==> config.mk <==
export PLATFORM = sky130hd
export DESIGN_NAME = apb5_requester_arb
export DESIGN_NICKNAME = d
export VERILOG_FILES = /design/src/rtl/apb5_requester_arb.sv
export SDC_FILE = /design/constraint.sdc
export NUM_CORES = 1
export LEC_CHECK = 0
export BUFFER_PORTS_ARGS = -buffer_cell sky130_fd_sc_hd__buf_2
export CORE_AREA = 2 2 167 169
export DETAILED_ROUTE_END_ITERATION = 6
export DIE_AREA = 0 0 169 171
export PLACE_DENSITY = 0.49
export SYNTH_ARGS = -nofsm -noshare
export SYNTH_HDL_FRONTEND = slang
export SYNTH_SLANG_ARGS = --single-unit
==> constraint.sdc <==
create_clock -name clk -period 2.15 [get_ports clk]
set_input_delay 0.43 -clock clk [delete_from_list [all_inputs] [get_ports clk]]
set_output_delay 0.43 -clock clk [all_outputs]
set_load 0.01 [all_outputs]
==> src/rtl/apb5_requester_arb.sv <==
// Round-robin arbiter sharing one APB5 requester port among NUM_REQ command ports.
// Sequences SETUP/ACCESS and routes each completion back to the issuing requester.
module apb5_requester_arb #(
    parameter int NUM_REQ         = 4,
    parameter int ADDR_WIDTH      = 12,
    parameter int DATA_WIDTH      = 32,
    parameter int USER_REQ_WIDTH  = 4,
    parameter int USER_DATA_WIDTH = 8,
    parameter int USER_RESP_WIDTH = 2
) (
    input  logic                                  clk,
    input  logic                                  rst,
    input  logic [NUM_REQ-1:0]                    req_valid,
    output logic [NUM_REQ-1:0]                    req_ready,
    input  logic [NUM_REQ-1:0]                    req_write,
    input  logic [NUM_REQ*ADDR_WIDTH-1:0]         req_addr,
    input  logic [NUM_REQ*DATA_WIDTH-1:0]         req_wdata,
    input  logic [NUM_REQ*(DATA_WIDTH/8)-1:0]     req_strb,
    input  logic [NUM_REQ*3-1:0]                  req_prot,
    input  logic [NUM_REQ-1:0]                    req_nse,
    input  logic [NUM_REQ*USER_REQ_WIDTH-1:0]     req_auser,
    input  logic [NUM_REQ*USER_DATA_WIDTH-1:0]    req_wuser,
    output logic [NUM_REQ-1:0]                    rsp_valid,
    output logic [DATA_WIDTH-1:0]                 rsp_rdata,
    output logic                                  rsp_slverr,
    output logic [USER_DATA_WIDTH-1:0]            rsp_ruser,
    output logic [USER_RESP_WIDTH-1:0]            rsp_buser,
    output logic                                  psel,
    output logic                                  penable,
    output logic                                  pwrite,
    output logic                                  pnse,
    output logic                                  pwakeup,
    output logic [ADDR_WIDTH-1:0]                 paddr,
    output logic [DATA_WIDTH-1:0]                 pwdata,
    output logic [DATA_WIDTH/8-1:0]               pstrb,
    output logic [2:0]                            pprot,
    output logic [USER_REQ_WIDTH-1:0]             pauser,
    output logic [USER_DATA_WIDTH-1:0]            pwuser,
    input  logic                                  pready,
    input  logic                                  pslverr,
    input  logic [DATA_WIDTH-1:0]                 prdata,
    input  logic [USER_DATA_WIDTH-1:0]            pruser,
    input  logic [USER_RESP_WIDTH-1:0]            pbuser
);
    localparam int STRB_WIDTH = DATA_WIDTH / 8;
    localparam int IDX_WIDTH  = (NUM_REQ > 1) ? $clog2(NUM_REQ) : 1;
    localparam logic [NUM_REQ-1:0] ONE = {{(NUM_REQ-1){1'b0}}, 1'b1};

    typedef enum logic [1:0] {IDLE, SETUP, ACCESS} state_t;

    state_t               state, state_next;
    logic [IDX_WIDTH-1:0] rr, owner, winner;
    logic                 found, grant_window, grant;
    int                   win_idx;

    // NOTE: every always_comb output gets a default first so no latch is inferred.
    always_comb begin
        winner = rr;
        found  = 1'b0;
        for (int i = 0; i < NUM_REQ; i++) begin
            if (!found && req_valid[(int'(rr) + i) % NUM_REQ]) begin
                winner = IDX_WIDTH'((int'(rr) + i) % NUM_REQ);
                found  = 1'b1;
            end
        end
    end

    assign win_idx      = int'(winner);
    assign grant_window = (state == IDLE) || ((state == ACCESS) && pready);
    assign grant        = !rst && grant_window && found;
    assign req_ready    = grant ? (ONE << winner) : '0;

    always_comb begin
        state_next = state;
        case (state)
            IDLE:    if (grant) state_next = SETUP;
            SETUP:   state_next = ACCESS;
            ACCESS:  if (pready) state_next = grant ? SETUP : IDLE;
            default: state_next = IDLE;
        endcase
    end

    // NOTE: all state below uses non-blocking assignments so every register samples pre-edge values.
    always_ff @(posedge clk) begin
        if (rst) begin
            state      <= IDLE;
            rr         <= '0;
            owner      <= '0;
            psel       <= 1'b0;
            penable    <= 1'b0;
            pwakeup    <= 1'b0;
            pwrite     <= 1'b0;
            pnse       <= 1'b0;
            paddr      <= '0;
            pwdata     <= '0;
            pstrb      <= '0;
            pprot      <= '0;
            pauser     <= '0;
            pwuser     <= '0;
            rsp_valid  <= '0;
            rsp_rdata  <= '0;
            rsp_slverr <= 1'b0;
            rsp_ruser  <= '0;
            rsp_buser  <= '0;
        end else begin
            state   <= state_next;
            psel    <= (state_next != IDLE);
            penable <= (state_next == ACCESS);
            pwakeup <= (state != IDLE) || (|req_valid);

            // Completion uses the owner and direction of the transfer now ending,
            // before a same-cycle grant overwrites them.
            rsp_valid <= '0;
            if ((state == ACCESS) && pready) begin
                rsp_valid  <= ONE << owner;
                rsp_rdata  <= pwrite ? '0 : prdata;
                rsp_ruser  <= pwrite ? '0 : pruser;
                rsp_slverr <= pslverr;
                rsp_buser  <= pbuser;
            end

            if (grant) begin
                rr     <= (winner == IDX_WIDTH'(NUM_REQ - 1)) ? '0 : winner + 1'b1;
                owner  <= winner;
                pwrite <= req_write[win_idx];
                pnse   <= req_nse[win_idx];
                paddr  <= req_addr[win_idx*ADDR_WIDTH +: ADDR_WIDTH];
                pprot  <= req_prot[win_idx*3 +: 3];
                pauser <= req_auser[win_idx*USER_REQ_WIDTH +: USER_REQ_WIDTH];
                pwdata <= req_write[win_idx] ? req_wdata[win_idx*DATA_WIDTH +: DATA_WIDTH] : '0;
                pstrb  <= req_write[win_idx] ? req_strb[win_idx*STRB_WIDTH +: STRB_WIDTH] : '0;
                pwuser <= req_write[win_idx] ? req_wuser[win_idx*USER_DATA_WIDTH +: USER_DATA_WIDTH] : '0;
            end
        end
    end

endmodule

==> results.txt <==
status - complete, but fails checks
failing checks - setup timing
DP HPWL - 16.8 mm
Final Critical Period - 2.31 ns
Die H - 171 um
share of the synthesized area in the top cell type - 41.9%
setup violators final - 4
Tot GR Track Use - 14.2%
Post-synth ARST share - 0%
I/O pins - 429
first-pass GRT wire length - 31.7 mm
routed wire length - 22.4 mm
Worst Path Buf+Inv - 4
DRT antenna net count - 0
Via-to-Cell Ratio - 4.48
I/O Buffers - 428
pwr dens - 883 nW/um2
clock tree buffer depth - 2
critical path class - reg -> out
largest family of logic cells by synthesized area - multiplexers
Final Hold Viols - 0
Critical Path Sink Type - primary output
FP Rows - 61
Clock Root Buffer - clkbuf_16
DR iter-0 viols - 195
Setup crit start - rr[0]$_SDFFE_PP0P_
CTS tree - done
r2r worst-path depth - 9
largest area contributor in the netlist - dfxtp_1
Compound-Gate Fraction of Synth Area - 20.3%
Worst-Skew Late Latency - 0.41 ns
Levels on crit path - 8
total grt overflow - 0
xor/xnor cell area share of the yosys netlist - 0%
Core ar. - 27300 um2
top cells by count, synth - 133 x mux2i_1, 121 x dfxtp_1, 91 x nand2_1, 44 x a32o_1, 43 x a22o_1
Inst Count DP - 1340
Net count, final - 1337
RSZ-0062 raised after global routing - true
H-tree depth - 4
initial antenna violation count - 0
Hold Crit Depth - 2
YS warnings - 0
worst path arrival time - 1.88 ns
post-synthesis cell type count - 31
Max-Slew Margin vs Limit - 69.5%
number of inserted diodes - 0
worst slew pin tran - 0.457 ns
fmax - 434 MHz
DRT Pass-1 Iters - 6
Post-Synthesis Cells - 571
max_cap viols - 0
critical path's most frequent cell - buf_12
Routability Congestion - 0.777
P&R area growth vs syn - 63.9%
Max IR drop VDD - 440 uV
largest net degree at the start of global routing - 41
adder-cell area share of the yosys netlist - 0.866%
Sink Count - 121
non-filler cells, final - 1382
Synth Area in Simple Gates - 9.10%
layout cells sized above 1 - 52.5%
vias in the first global route - 5772
final clock skew - 0.00887 ns
register area share after synthesis - 41.9%
reg2reg start - rr[0]$_SDFFE_PP0P_
Top FF cell, synth - dfxtp_1
TritonCTS Buffers - 17
CP Cell Sequence - inv_2, nor3_2, o311a_4, buf_12, buf_12, ha_4, and2_4, buf_6
DRC errors left - 0
Starting Density - 21.1%
post-route clock period utilization - 107%
min setup slack post-route - -0.155 ns
Critical-path top delay cell - dfxtp_4
startpoint class of the critical path - register
Reg clk slew, reported paths - 0.06 ns
vias - 6192
routed len/inst - 16.2 um
Static Leak - 4.90 nW
full die area - 28900 um2
syn_area_per_cell - 10.1 um2
Die X - 169 um
Area contributors post-synth - dfxtp_1 42%, mux2i_1 23%, a32o_1 7.6%
Post-Syn Area - 5780 um2
family with the most delay on the worst path - buffers and inverters
hold path start - prdata[3]
Req. time, crit path - 1.72 ns
Layout Utilization - 34.7%
Final Max Slew Viols - 0
number of synthesized flops with an enable pin - 0
worst hold slack - 0.226 ns
Setup TNS - -0.541 ns
post-synthesis mux area share - 23.0%
Critical Path Fanout Max - 4
most frequent cell after synthesis - mux2i_1
register bit count reported by yosys - 121
HP Class - in -> reg
syn nets - 885
Critical Path Max Stage Delay - 0.37 ns
-- layout by cell type, fill, tap and decap left out, drive strengths merged, types with 10 or more instances in the layout --
| cell | count |
|---|---|
| a32o | 44 |
| mux2i | 133 |
| clkbuf | 19 |
| dfxtp | 121 |
| a21o | 21 |
| o22ai | 22 |
| inv | 10 |
| a22o | 43 |
| nand2 | 92 |
| buf | 481 |
-- layer usage --
metal / vias up / GRT usage (%) / wire [um] / share of wire [%]
li1: 3045 / - / - / -
met1: 2873 / 17.0 / 9360 / 42
met2: 257 / 25.1 / 11300 / 50
met3: 17 / 3.68 / 1500 / 6.7
met4: 0 / 4.38 / 257 / 1.1
met5: - / 0 / 0 / 0
-- worst register-to-register path, delay by kind of cell (launching register included) --
kind                   cells  cell delay (ns)
AOI/OAI and AO/OA          3             0.88
buffers and inverters      4             0.59
and+or+nand+nor            1             0.04
DFF                        1             0.37
muxes                      1             0.20
-- final timing paths --
kind / endpoint / slack (ns)
worst min register to register: pprot[1]$_SDFFE_PP0P_ / 0.45
worst max register to register: pwdata[18]$_SDFFE_PP0P_ / 0.02
worst min-delay path: rsp_rdata[3]$_SDFFE_PP0N_ / 0.23
worst max-delay path: req_ready[1] / -0.16
-- kinds of logic after synthesis --
family | after synthesis
AND/OR/NAND/NOR | 123
buffers and inverters | 53
adder cells (fa/ha/maj) | 4
flip-flops | 121
multiplexers | 133
AO/OA/AOI/OAI | 137
-- power breakdown --
part	switching, mW	internal [mW]
clock network	1.19	1.74
registers	0.142	2.51
logic	1.38	1.39
-- registers in the layout, summed over array words and instances, names as in the netlist, 3 cells and up --
signal	count
pstrb	4
pauser	4
pwuser	8
paddr	12
rsp_rdata	32
pprot	3
pwdata	32
rsp_valid	4
rsp_ruser	8
-- cell type report --
cell class,count,area [um2]
clock buffers,18,429
clock inverters,14,164
fillers,2876,17900
inverters,4,20.0
multi-input cells,397,3240
flip-flops and latches,121,2430
well taps,346,433
repair buffers,482,2760
-- per-stage QoR --
step / power, mW / setup WS [ns] / area (um2)
after floorplan: 4.21 / 0.0238 / 5790
after global placement: 5.34 / -0.449 / 8620
after detailed placement: 5.35 / -0.540 / 8620
after CTS: 8.44 / -0.203 / 9340
after global routing: 8.83 / -0.217 / 9470
final: 8.36 / -0.155 / 9470
-- what timing repair did --
action,in CTS,in global routing
hold buffers,0,0
gates resized for setup,27,15
gates cloned,0,3
pin swaps,7,4
setup endpoints to repair,48,50
buffers inserted,6,2
(Power assumes the default switching activity.)
